$ cat src/rtl/mcp3_ohc_mon.sv
// Registered one-hot checker/monitor with a sticky first-error record.
// Optional saturating error counter enabled by defining MCP3_OHC_ERR_COUNT_EN.
module mcp3_ohc_mon #(
    parameter int WIDTH     = 8,
    parameter int ZERO_OK   = 0,
    parameter int CNT_WIDTH = 8,
    localparam int ENC_W    = $clog2(WIDTH)
) (
    input  logic                 clock,
    input  logic                 reset,
    input  logic                 check_valid,
    input  logic [WIDTH-1:0]     one_hot_vector,
    input  logic                 err_clear,
    output logic                 one_hot_error,
    output logic                 err_zero,
    output logic                 err_multi,
    output logic                 enc_valid,
    output logic [ENC_W-1:0]     enc_index,
    output logic                 sticky_error,
    output logic [WIDTH-1:0]     first_err_vector,
    output logic [1:0]           first_err_type
`ifdef MCP3_OHC_ERR_COUNT_EN
    ,
    output logic [CNT_WIDTH-1:0] err_count
`endif
);

    typedef enum logic {
        ST_IDLE     = 1'b0,
        ST_CAPTURED = 1'b1
    } state_e;

    generate
        if (WIDTH < 2 || WIDTH > 64 || CNT_WIDTH < 1) begin : g_bad_params
            $error("mcp3_ohc_mon: parameter out of range");
        end
    endgenerate

    logic             zero_hit;
    logic             multi_hit;
    logic             one_hit;
    logic [ENC_W-1:0] idx_or;

    logic             one_hot_error_q, one_hot_error_d;
    logic             err_zero_q, err_zero_d;
    logic             err_multi_q, err_multi_d;
    logic             enc_valid_q, enc_valid_d;
    logic [ENC_W-1:0] enc_index_q, enc_index_d;
    logic [WIDTH-1:0] sample_vec_q, sample_vec_d;

    state_e           state_q, state_d;
    logic [WIDTH-1:0] first_err_vector_q, first_err_vector_d;
    logic [1:0]       first_err_type_q, first_err_type_d;

    // v & (v-1) clears the lowest set bit; anything left means two or more bits.
    always_comb begin
        zero_hit  = (one_hot_vector == '0) && (ZERO_OK == 0);
        multi_hit = |(one_hot_vector & (one_hot_vector - WIDTH'(1)));
        one_hit   = (one_hot_vector != '0) && !multi_hit;
        idx_or    = '0;
        for (int i = 0; i < WIDTH; i++) begin
            if (one_hot_vector[i]) begin
                idx_or = idx_or | ENC_W'(i);
            end
        end
    end

    always_comb begin
        one_hot_error_d = 1'b0;
        err_zero_d      = 1'b0;
        err_multi_d     = 1'b0;
        enc_valid_d     = 1'b0;
        enc_index_d     = enc_index_q;
        sample_vec_d    = sample_vec_q;
        if (check_valid) begin
            one_hot_error_d = zero_hit | multi_hit;
            err_zero_d      = zero_hit;
            err_multi_d     = multi_hit;
            enc_valid_d     = one_hit;
            enc_index_d     = one_hit ? idx_or : '0;
            sample_vec_d    = one_hot_vector;
        end
    end

    // A clear coinciding with a new error re-arms and captures in one step.
    always_comb begin
        state_d            = state_q;
        first_err_vector_d = first_err_vector_q;
        first_err_type_d   = first_err_type_q;
        case (state_q)
            ST_IDLE: begin
                if (one_hot_error_q) begin
                    state_d            = ST_CAPTURED;
                    first_err_vector_d = sample_vec_q;
                    first_err_type_d   = {err_multi_q, err_zero_q};
                end
            end
            ST_CAPTURED: begin
                if (err_clear) begin
                    if (one_hot_error_q) begin
                        state_d            = ST_CAPTURED;
                        first_err_vector_d = sample_vec_q;
                        first_err_type_d   = {err_multi_q, err_zero_q};
                    end else begin
                        state_d            = ST_IDLE;
                        first_err_vector_d = '0;
                        first_err_type_d   = 2'b00;
                    end
                end
            end
            default: begin
                state_d            = ST_IDLE;
                first_err_vector_d = '0;
                first_err_type_d   = 2'b00;
            end
        endcase
    end

    always_ff @(posedge clock or posedge reset) begin
        if (reset) begin
            one_hot_error_q    <= 1'b0;
            err_zero_q         <= 1'b0;
            err_multi_q        <= 1'b0;
            enc_valid_q        <= 1'b0;
            enc_index_q        <= '0;
            sample_vec_q       <= '0;
            state_q            <= ST_IDLE;
            first_err_vector_q <= '0;
            first_err_type_q   <= 2'b00;
        end else begin
            one_hot_error_q    <= one_hot_error_d;
            err_zero_q         <= err_zero_d;
            err_multi_q        <= err_multi_d;
            enc_valid_q        <= enc_valid_d;
            enc_index_q        <= enc_index_d;
            sample_vec_q       <= sample_vec_d;
            state_q            <= state_d;
            first_err_vector_q <= first_err_vector_d;
            first_err_type_q   <= first_err_type_d;
        end
    end

`ifdef MCP3_OHC_ERR_COUNT_EN
    logic [CNT_WIDTH-1:0] err_count_q, err_count_d;

    always_comb begin
        err_count_d = err_clear ? '0 : err_count_q;
        if (one_hot_error_q && (err_count_d != '1)) begin
            err_count_d = err_count_d + CNT_WIDTH'(1);
        end
    end

    always_ff @(posedge clock or posedge reset) begin
        if (reset) begin
            err_count_q <= '0;
        end else begin
            err_count_q <= err_count_d;
        end
    end

    assign err_count = err_count_q;
`endif

    assign one_hot_error    = one_hot_error_q;
    assign err_zero         = err_zero_q;
    assign err_multi        = err_multi_q;
    assign enc_valid        = enc_valid_q;
    assign enc_index        = enc_index_q;
    assign sticky_error     = (state_q == ST_CAPTURED);
    assign first_err_vector = first_err_vector_q;
    assign first_err_type   = first_err_type_q;

endmodule
$ cat config.mk
export PLATFORM = sky130hd
export DESIGN_NAME = mcp3_ohc_mon
export DESIGN_NICKNAME = d
export VERILOG_FILES = /design/src/rtl/mcp3_ohc_mon.sv
export SDC_FILE = /design/constraint.sdc
export NUM_CORES = 1
export LEC_CHECK = 0
export CAP_MARGIN = 5
export CORE_MARGIN = 5
export CORE_UTILIZATION = 35
export DETAILED_ROUTE_END_ITERATION = 12
export DONT_BUFFER_PORTS = 1
export HOLD_SLACK_MARGIN = 0.12
export PLACE_DENSITY = 0.45
export SYNTH_ARGS = -nofsm -noshare
export SYNTH_HDL_FRONTEND = slang
export SYNTH_SLANG_ARGS = --single-unit
$ cat constraint.sdc
create_clock -name clock -period 1.51 [get_ports clock]
set_input_delay 0.151 -clock clock [delete_from_list [all_inputs] [get_ports clock]]
set_output_delay 0.151 -clock clock [all_outputs]
set_load 0.005 [all_outputs]
### Word-level counts from Yosys, hierarchy flattened

Cells that the tools add are included.

| storage, ports and cells | value |
|---|---|
| output and inout bits | 18 |
| register bits | 26 |

| cells by class | value |
|---|---|
| reduce and logical (&&, ||, !) cells | 6 |
| multiplexer cells | 23 |
| bitwise logic cells | 3 |
| equal/unequal tests | 2 |
| $add $sub $neg | 1 |

Operators by type and width:

| kind | count |
|---|---|
| $mux 8 | 3 |
| $pmux 8 s2 | 1 |
| $mux 3 | 5 |
| $mux 2 | 5 |
| $and 8x8->8 | 1 |
| $logic_not 8->1 | 1 |
| $reduce_bool 8->1 | 1 |
| $reduce_or 8->1 | 1 |
| $sub 8x1->8 const B | 1 |
| $mux 1 | 7 |
| $ne 2x2->1 const B | 2 |
| $pmux 2 s2 | 1 |
| $pmux 1 s2 | 1 |
| $reduce_and 2->1 | 1 |
| $logic_and 1x1->1 | 1 |
| $logic_not 1->1 | 1 |
| $not 1->1 | 1 |
| $or 1x1->1 | 1 |

### Longest topological paths before layout

Gate-level depths: netlist of the first run.

| logic depth | value |
|---|---|
| depth after elaboration | 8 |
| mapped depth | 5 |
| mapped depth without buffers | 4 |

### Least setup slack after synthesis of the first run

OpenSTA, ideal clock, no wires.

| timing path | value |
|---|---|
| path kind | register to register |
| from | reg one_hot_error_q (netlist: one_hot_error) |
| to | reg first_err_type_q[0] (netlist: first_err_type[0]) |
| setup time | 0.121 ns |
| period minus slack after synthesis | 1.163 ns |
| data required time | 1.389 ns |
| buffers on the path | 2 |
| stages on the path, launching flop included | 5 |
| setup slack | 0.347 ns |
| arrival time | 1.043 ns |
| cell sequence | dfrtp_1 -> clkbuf_1 -> and2_1 -> buf_2 -> a22o_1 |

| on the way | value |
|---|---|
| cells in the longest elaborated chain, start to end | 3 |
| elaborated cells between the ends (all ways) | 5 |

Ends and longest elaborated chain:

| item | RTL line | source |
|---|---|---|
| start, declared | 44 | `logic one_hot_error_q, one_hot_error_d;` |
| start signal, assigned | 131 | `one_hot_error_q <= one_hot_error_d;` |
| $mux 2 | 100 | `if (one_hot_error_q) begin` |
| $mux 2 | 99 | `if (err_clear) begin` |
| $pmux 2 s2 | 90 | `case (state_q)` |
| end signal, assigned | 139 | `first_err_type_q <= first_err_type_d;` |
| end, declared | 53 | `logic [1:0] first_err_type_q, first_err_type_d;` |

Parallel ways exist; a longest one is shown, timed or not. The select of a mux whose other input is x is not followed.
A chain may end at the register's enable or synchronous reset.

==> results of run 1 <==
==> worst paths after layout <==
| path | start | to | slack [ns] | cells after the start |
|---|---|---|---|---|
| worst max-delay path | check_valid | enc_index[2] | 0.17 | 4 |
| worst min-delay path | one_hot_vector[7] | enc_index[2] | 0.13 | 3 |
| worst max register to register | one_hot_error | first_err_vector[5] | 0.28 | 2 |
| worst min register to register | sample_vec_q[6] | first_err_vector[6] | 0.52 | 1 |
| max in group asynchronous | reset | sample_vec_q[7] | 0.78 | 3 |
| min in group asynchronous | reset | enc_index[1] | 0.18 | 2 |
==> cell families (layout without fill, tap and decap cells) <==
| family | after synthesis | after routing | synth area share |
|---|---|---|---|
| flip-flops | 26 | 26 | 0.560 |
| AO/OA/AOI/OAI | 30 | 30 | 0.181 |
| XOR/XNOR | 1 | 1 | 0.00754 |
| AND/OR/NAND/NOR | 22 | 22 | 0.111 |
| multiplexers | 10 | 10 | 0.0948 |
| buffers and inverters | 9 | 18 | 0.0452 |
==> routing by layer <==
layer	vias to the layer above	part of all wire	track usage	wire, µm
met1	396	0.45	0.161	1180
li1	383	-	-	-
met4	0	0.0081	0.0456	21
met3	2	0.078	0.0516	204
met5	-	0	0	0
met2	21	0.46	0.188	1200
==> timing repair <==
| item | in CTS | in global routing |
|---|---|---|
| resized for setup | 0 | 0 |
| hold buffers | 11 | 0 |
| setup buffers | 0 | 0 |
| hold endpoints to repair | 44 | 0 |
==> final cells by class <==
class	instances	area, µm²	area share
Sequential cell	26	651	0.494
Clock buffer	3	22.5	0.0171
Timing Repair Buffer	12	118	0.0893
Multi-Input combinational cell	63	458	0.348
Inverter	3	11.3	0.00855
Tap cell	46	57.6	0.0437
==> power by group through the flow <==
stage                     registers, µW  clock network [µW]  logic (µW)
final                               817                 289         173
after global routing                827                 343         194
after CTS                           820                 309         176
after detailed placement            834                   0         129
after global placement              832                   0         126
after floorplan                     811                   0         134
==> sequential cells by signal, summed over array words and instances, names as in the netlist <==
name / cells
err_zero: 1
enc_valid: 1
one_hot_error: 1
first_err_vector: 8
first_err_type: 2
err_multi: 1
sample_vec_q: 8
enc_index: 3
sticky_error: 1
==> cell usage in the layout (no fill, tap or decap) <==
master / count
o21ai_1: 3
xnor2_1: 1
a211oi_1: 6
o32ai_1: 1
clkbuf_4: 3
nor2b_1: 1
a22o_1: 9
nand2b_1: 2
mux2i_1: 2
and3_1: 1
and2_1: 1
a32oi_1: 2
inv_1: 3
a21oi_1: 6
nor4_1: 1
mux2_2: 8
dlygate4sd3_1: 11
o21ai_0: 3
nor3_1: 2
dfrtp_1: 26
nor2_1: 7
nor4_4: 1
nand2_1: 4
nand2_2: 1
nor4_2: 1
buf_4: 1
==> worst min-delay path: cells and delay by family <==
| family | cells | cell delay [ns] |
|---|---|---|
| compound gates | 3 | 0.27 |
==> per-stage QoR <==
| step | util | instances |
|---|---|---|
| finish | 0.401 | 153 |
| global route | 0.401 | 153 |
| CTS | 0.401 | 153 |
| detailed placement | 0.361 | 139 |
| global placement | 0.361 | 139 |
| floorplan | - | 98 |
==> results by group, run 1 <==
Outcome
  • Outcome: finished clean

Synth
  • Sequential fraction of the synthesis area: 0.560
  • Post-Synthesis Cells: 98
  • Post-synthesis cell area: 1160 µm²
  • Yosys reg bits: 26
  • Async SR Flop Fraction: 1.00
  • Number of distinct library cells after synthesis: 26
  • Ys flop type: dfrtp_1
  • Area leader, netlist: dfrtp_1
  • Post-synth EDFFs: 0
  • Syn. warnings: 0
  • Post-synth top area share: 0.560
  • List of most frequent post-synthesis cells: dfrtp_1 (26), a22o_1 (9), mux2_2 (8)
  • Syn Nets: 110
  • Post-Syn Area per Cell: 11.8 µm²
  • Cell with the most instances after synthesis: dfrtp_1
  • Top cells by area, synth: dfrtp_1 (56%), mux2_2 (7.8%), a22o_1 (6.8%)

Final layout
  • FILL cells: 326
  • Share of cells above drive strength 1: 0.140
  • Number of diodes: 0
  • Area growth from synthesis to layout: 13.5%
  • Final nets: 121
  • Design area: 1320 µm²

Global routing
  • Gr usage total: 0.126
  • First-pass GRT wire length: 4240 µm
  • Initial antenna violation count: 0
  • Largest net degree at the start of global routing: 21
  • Overflow after GRT: 0
  • Vias in the first global route: 838

STA
  • Tcrit/Tclk final: 0.889
  • RSZ-0062 raised after global routing: false
  • Rel. slew slack: 0.636
  • Worst slew pin tran: 0.545 ns
  • Final min period: 1.34 ns
  • Hold_ws: 0.131 ns
  • F_max: 745 MHz
  • Final Max Tran Viols: 0
  • Final setup vio count: 0
  • Setup ws final: 0.168 ns
  • Final hold violation count: 0
  • Post-route setup TNS: 0 ns
  • Setup Skew: 0.0135 ns

Setup path
  • Family with the most delay on the worst path: buffers and inverters
  • CP peak stage delay: 0.88 ns
  • Crit. End Element: register
  • Required @ worst endpoint: 1.72 ns
  • Crit path max fanout: 13
  • CP Launch Type: input port
  • CP bufs+invs: 2
  • Setup CP Type: input port to register
  • CP max-delay cell: dlygate4sd3_1
  • Critical path cell sequence: dlygate4sd3_1 > inv_1 > a21oi_1 > a211oi_1
  • Crit path DAT: 1.55 ns

Floorplan
  • Die area: 4570 µm²
  • Site Rows: 21
  • Starting Density: 0.354
  • Die Y: 67.6 µm
  • IO Pins: 30
  • Die Width: 67.6 µm
  • Core Region: 3280 µm²

Power and ir drop
  • Comb pwr share: 0.136
  • Clock power frac: 0.226
  • Worst vdd ir: 0.265 mV
  • Seq pwr share: 0.639
  • Leakage Power: 0.000548 µW
  • Pint: 942 µW
  • Power, Total: 1280 µW
  • Power per Cell Area: 971 nW/µm²
  • Sw Share: 0.263
  • Psw: 337 µW

Clock tree
  • CTS tree: yes
  • Clock-pin slew on the worst setup and hold paths: 0.14 ns
  • Number of CTS-inserted buffers: 3
  • Sink Count: 26
  • H-tree depth: 1
  • Latest clock arrival within the worst-skew pair: 0.32 ns
  • CTS Buffer Depth: 2
  • Root buffer cell: clkbuf_4

Placed design
  • Post-place setup slack: 0.269 ns
  • Placed inst area: 1180 µm²
  • Gpl congestion: 0.718
  • Detailed placement HPWL: 1770 µm
  • Input/output buffers: 0

Routing
  • WL/cell: 17.0 µm
  • Avg Vias per Cell: 5.24
  • Drt first-iter violations: 16
  • Antenna-violating nets left: 0
  • Final WL: 2600 µm
  • Vias: 802
  • DR pass1 iterations: 4
  • # DRC: 0

Run
  • Max cap viols: 0

Min path
  • Hold Path Class: input port to register
Note: power is estimated with default switching activity, not from simulation.
==> inputs of run 2 (changes only) <==
RECOVER_POWER = 25   (was default)
==> results by group, run 2 (synthesized netlist as in run 1, its figures left out) <==
Global routing
  • Overflow after GRT: 0 (unchanged)
  • First-pass GRT wire length: 4240 µm (unchanged)
  • Vias in the first global route: 838 (unchanged)
  • Initial antenna violation count: 0 (unchanged)
  • Gr usage total: 0.126 (unchanged)
  • Largest net degree at the start of global routing: 21 (unchanged)

Setup path
  • CP Launch Type: input port
  • Required @ worst endpoint: 1.72 ns (about the same)
  • Crit path DAT: 1.55 ns (about the same)
  • R2R Setup Slk: 0.28 ns (about the same)
  • Setup CP Type: input port to register
  • Crit. End Element: register
  • Worst r2r path cells: 2 (unchanged)
  • RR Endpoint: first_err_vector[5]
  • Crit path max fanout: 13 (unchanged)
  • Crit Reg-Reg Startpoint: one_hot_error

Power and ir drop
  • Worst vdd ir: 0.265 mV (about the same)
  • Clock power frac: 0.226 (about the same)
  • Power per Cell Area: 972 nW/µm² (+0.12%)
  • Pint: 941 µW (about the same)
  • Power, Total: 1280 µW (about the same)
  • Sw Share: 0.263 (about the same)
  • Leakage Power: 0.000547 µW (-0.12%)
  • Seq pwr share: 0.639 (about the same)
  • Comb pwr share: 0.135 (about the same)
  • Psw: 337 µW (about the same)

Routing
  • Drt first-iter violations: 17 (+1)
  • Avg Vias per Cell: 5.24 (unchanged)
  • # DRC: 0 (unchanged)
  • Vias: 802 (unchanged)
  • Antenna-violating nets left: 0 (unchanged)
  • Final WL: 2600 µm (unchanged)
  • DR pass1 iterations: 4 (unchanged)
  • WL/cell: 17.0 µm (unchanged)

Outcome
  • Outcome: finished clean

Placed design
  • Placed inst area: 1180 µm² (unchanged)
  • Detailed placement HPWL: 1770 µm (unchanged)
  • Gpl congestion: 0.718 (unchanged)
  • Dpl cells: 139 (unchanged)
  • Input/output buffers: 0 (unchanged)

Clock tree
  • CTS tree: yes
  • Latest clock arrival within the worst-skew pair: 0.32 ns (about the same)
  • Post-CTS setup repair buffer count: 0 (unchanged)
  • Number of CTS-inserted buffers: 3 (unchanged)
  • CTS Buffer Depth: 2 (unchanged)
  • H-tree depth: 1 (unchanged)
  • Post-CTS Resized: 0 (unchanged)
  • Clock-pin slew on the worst setup and hold paths: 0.14 ns (about the same)
  • Sink Count: 26 (unchanged)
  • Number of hold buffers added after cts: 11 (unchanged)
  • Root buffer cell: clkbuf_4

Floorplan
  • Die Y: 67.6 µm (unchanged)
  • IO Pins: 30 (unchanged)
  • Starting Density: 0.354 (unchanged)
  • Core Region: 3280 µm² (unchanged)
  • Site Rows: 21 (unchanged)
  • Die area: 4570 µm² (unchanged)
  • Die Width: 67.6 µm (unchanged)

Final layout
  • Number of diodes: 0 (unchanged)
  • Commonest non-fill, non-tap cell in the layout: dfrtp_1
  • Post-route non-filler standard cell count: 153 (unchanged)
  • Design area: 1320 µm² (-0.19%)
  • Final nets: 121 (unchanged)
  • FILL cells: 327 (+0.31%)
  • Finished Core Util: 0.400 (-0.000762)
  • Area growth from synthesis to layout: 13.3%
  • Most frequent cells in the layout: dfrtp_1 (26), dlygate4sd3_1 (11), a22o_1 (9)
  • Share of cells above drive strength 1: 0.140 (unchanged)

STA
  • Worst slew pin tran: 0.545 ns (+0.000000477 ns)
  • F_max: 745 MHz (about the same)
  • Tcrit/Tclk final: 0.889 (about the same)
  • Rel. slew slack: 0.636 (unchanged)
  • Final min period: 1.34 ns (+0.00000700 ns)
  • Final hold violation count: 0 (unchanged)
  • RSZ-0062 raised after global routing: false
  • Setup Skew: 0.0135 ns (unchanged)
  • Post-route setup TNS: 0 ns (unchanged)
  • Final setup vio count: 0 (unchanged)
  • Final Max Tran Viols: 0 (unchanged)

Min path
  • HP Start: one_hot_vector[7]
  • Hold Path Class: input port to register
  • Worst Hold Depth: 3 (unchanged)
  • WHS Endpoint: enc_index[2]

Run
  • Max cap viols: 0 (unchanged)
[run 2: cell count changes in the layout (fill, tap and decap cells not counted)]
cell / before / now
clkbuf_2: 0 / 1
buf_4: 1 / 0
[run 2: power groups by stage]
stage	registers (µW)	logic, µW	clock network [µW]
floorplan	811	134	0
global placement	832	126	0
detailed placement	834	129	0
CTS	820	176	309
global route	827	193	343
finish	817	173	289
[run 2: critical path, cell delays in order]
cell           delay [ns]
dlygate4sd3_1        0.88
inv_1                0.24
a21oi_1              0.18
a211oi_1             0.09
[run 2: through the flow]
stage	hold WS (ns)	setup slack (ns)
final	0.131	0.168
after CTS	0.121	0.154
after floorplan	0.191	0.347
after detailed placement	-0.00957	0.269
after global routing	0.150	0.0369
after global placement	-0.0175	0.290
[run 2: cell type report]
type / instances / area (µm²) / area share
Clock buffer: 3 / 22.5 / 0.0171
Inverter: 3 / 11.3 / 0.00856
Multi-Input combinational cell: 63 / 458 / 0.348
Sequential cell: 26 / 651 / 0.495
Tap cell: 46 / 57.6 / 0.0438
Timing Repair Buffer: 12 / 115 / 0.0875
[run 2: how the worst max path moves through the flow]
stage	start	to	slack [ns]
3_5_place_dp	one_hot_error	first_err_vector[3]	0.27
4_1_cts	check_valid	enc_index[2]	0.15
3_3_place_gp	one_hot_error	first_err_vector[3]	0.29
6_report	check_valid	enc_index[2]	0.17
5_1_grt	check_valid	enc_index[2]	0.04
2_1_floorplan	one_hot_error	first_err_type[0]	0.35
[run 2: layer usage]
metal | global-route usage | wire length (µm) | up-vias | share of wire
met5 | 0 | 0 | - | 0
met4 | 0.0456 | 21 | 0 | 0.0081
met3 | 0.0516 | 204 | 2 | 0.078
met2 | 0.188 | 1200 | 21 | 0.46
met1 | 0.161 | 1180 | 396 | 0.45
li1 | - | - | 383 | -
==> inputs of run 3 (changes only) <==
clock period = 1.7 ns   (was 1.51 ns; I/O delays follow)
==> results by group, run 3 (synthesized netlist as in run 1, its figures left out) <==
Outcome
  • Outcome: finished clean

Setup path
  • CP Launch Type: input port
  • CP startpoint: one_hot_vector[1]
  • R2R Setup Slk: 0.43 ns (+0.15 ns)
  • RR Endpoint: first_err_vector[6]
  • Crit. End Element: register
  • Crit path DAT: 1.76 ns (+0.21 ns)
  • Crit path max fanout: 5 (-8)
  • Required @ worst endpoint: 1.92 ns (+0.20 ns)
  • CP endpoint: enc_index[0]
  • Setup CP Type: input port to register
  • Worst r2r path cells: 2 (unchanged)
  • Crit Reg-Reg Startpoint: one_hot_error

STA
  • Final hold violation count: 0 (unchanged)
  • Hold_ws: 0.127 ns (-0.00339 ns)
  • F_max: 649 MHz
  • Final min period: 1.54 ns
  • Worst slew pin tran: 0.637 ns (+0.0920 ns)
  • Tcrit/Tclk final: 0.906
  • RSZ-0062 raised after global routing: false
  • Final Max Tran Viols: 0 (unchanged)
  • Final setup vio count: 0 (unchanged)
  • Post-route setup TNS: 0 ns (unchanged)
  • Setup Skew: 0.00682 ns (-0.00664 ns)
  • Rel. slew slack: 0.575 (-0.0602)

Placed design
  • Gpl congestion: 0.712 (-0.84%)
  • Detailed placement HPWL: 1680 µm (-4.9%)
  • Placed inst area: 1180 µm² (unchanged)
  • Input/output buffers: 0 (unchanged)

Final layout
  • Register area: 651 µm² (unchanged)
  • Finished Core Util: 0.416 (+0.0152)
  • Area of the multi-input gates: 458 µm² (unchanged)
  • Commonest non-fill, non-tap cell in the layout: dfrtp_1
  • Final nets: 123 (+1.7%)
  • Number of diodes: 0 (unchanged)
  • Area growth from synthesis to layout: 17.6%
  • FILL cells: 320 (-2.1%)
  • Share of cells above drive strength 1: 0.145 (+0.00527)
  • Most frequent cells in the layout: dfrtp_1 (26), dlygate4sd3_1 (13), a22o_1 (9)
  • Design area: 1370 µm² (+3.8%)

Global routing
  • Met1 Use GR: 0.152 (-0.00902)
  • Largest net degree at the start of global routing: 27 (+29%)
  • Met2 Use GR: 0.186 (-0.00243)
  • Gr busiest metal: met2
  • Overflow after GRT: 0 (unchanged)
  • Met3 GRT Util: 0.0549 (+0.00333)
  • First-pass GRT wire length: 4060 µm (-4.2%)
  • Initial antenna violation count: 0 (unchanged)
  • Vias in the first global route: 791 (-5.6%)
  • Gr usage total: 0.121 (-0.00419)

Routing
  • Avg Vias per Cell: 5.19 (-0.94%)
  • DR pass1 iterations: 2 (-2)
  • Vias: 810 (+1.0%)
  • Drt first-iter violations: 40 (+23)
  • Final WL: 2600 µm (about the same)
  • # DRC: 0 (unchanged)
  • WL/cell: 16.7 µm (-1.9%)
  • Antenna-violating nets left: 0 (unchanged)

Floorplan
  • Starting Density: 0.354 (unchanged)
  • Core Region: 3280 µm² (unchanged)
  • Site Rows: 21 (unchanged)
  • IO Pins: 30 (unchanged)
  • Die Y: 67.6 µm (unchanged)
  • Die Width: 67.6 µm (unchanged)
  • Die area: 4570 µm² (unchanged)

Clock tree
  • CTS tree: yes
  • Post-CTS setup repair buffer count: 0 (unchanged)
  • Number of CTS-inserted buffers: 3 (unchanged)
  • Sink Count: 26 (unchanged)
  • Latest clock arrival within the worst-skew pair: 0.32 ns (about the same)
  • Root buffer cell: clkbuf_4
  • CTS Buffer Depth: 2 (unchanged)
  • H-tree depth: 1 (unchanged)
  • Clock-pin slew on the worst setup and hold paths: 0.13 ns (about the same)

Run
  • Max cap viols: 0 (unchanged)

Min path
  • Hold Path Class: input port to register

Power and ir drop
  • Worst vdd ir: 0.404 mV (+53%)
  • Leakage Power: 0.000572 µW (+4.6%)
  • Power per Cell Area: 948 nW/µm² (-2.5%)
## run 3: worst min-delay path by stage
stage                      start                  end  cells past startpoint
4_1_cts        one_hot_vector[2]         enc_index[2]                      3
5_1_grt        one_hot_vector[2]         enc_index[2]                      3
3_5_place_dp               reset  first_err_vector[2]                      2
3_3_place_gp               reset  first_err_vector[4]                      2
6_report       one_hot_vector[6]         enc_index[1]                      3
2_1_floorplan              reset         enc_index[0]                      1
## run 3: area by class of cell
class,count,share of cell area
inverters,3,0.00825
flip-flops and latches,26,0.477
well taps,46,0.0422
multi-input cells,63,0.335
clock inverters,1,0.0220
clock buffers,3,0.0165
repair buffers,14,0.0990
## run 3: repair_timing
item / in CTS / in global routing
hold buffers: 11 / 2
endpoints found under the hold margin: 43 / 1
gates resized for setup: 0 / 0
## run 3: critical path, stage by stage
cell           delay, ns
dlygate4sd3_1       0.54
nor4_1              0.20
dlygate4sd3_1       0.60
nor2_1              0.04
a22o_1              0.20
## run 3: layer usage
| layer | vias up | share of wire |
|---|---|---|
| met3 | 2 | 0.078 |
| met4 | 0 | 0.0054 |
| met1 | 400 | 0.45 |
| met2 | 19 | 0.46 |
| li1 | 389 | - |
| met5 | - | 0 |
## run 3: where the power goes
| part | internal [µW] | total (µW) | switching (µW) |
|---|---|---|---|
| logic | 80.1 | 152 | 71.7 |
| clock network | 238 | 417 | 178 |
| registers | 676 | 726 | 50.0 |
| total | 994 | 1290 | 300 |
## run 3: through the flow
| stage | instances | total power, µW | setup WS (ns) |
|---|---|---|---|
| global placement | 139 | 851 | 0.483 |
| detailed placement | 139 | 854 | 0.457 |
| global route | 156 | 1370 | 0.144 |
| finish | 156 | 1290 | 0.160 |
| floorplan | 98 | 839 | 0.537 |
| CTS | 154 | 1320 | 0.319 |
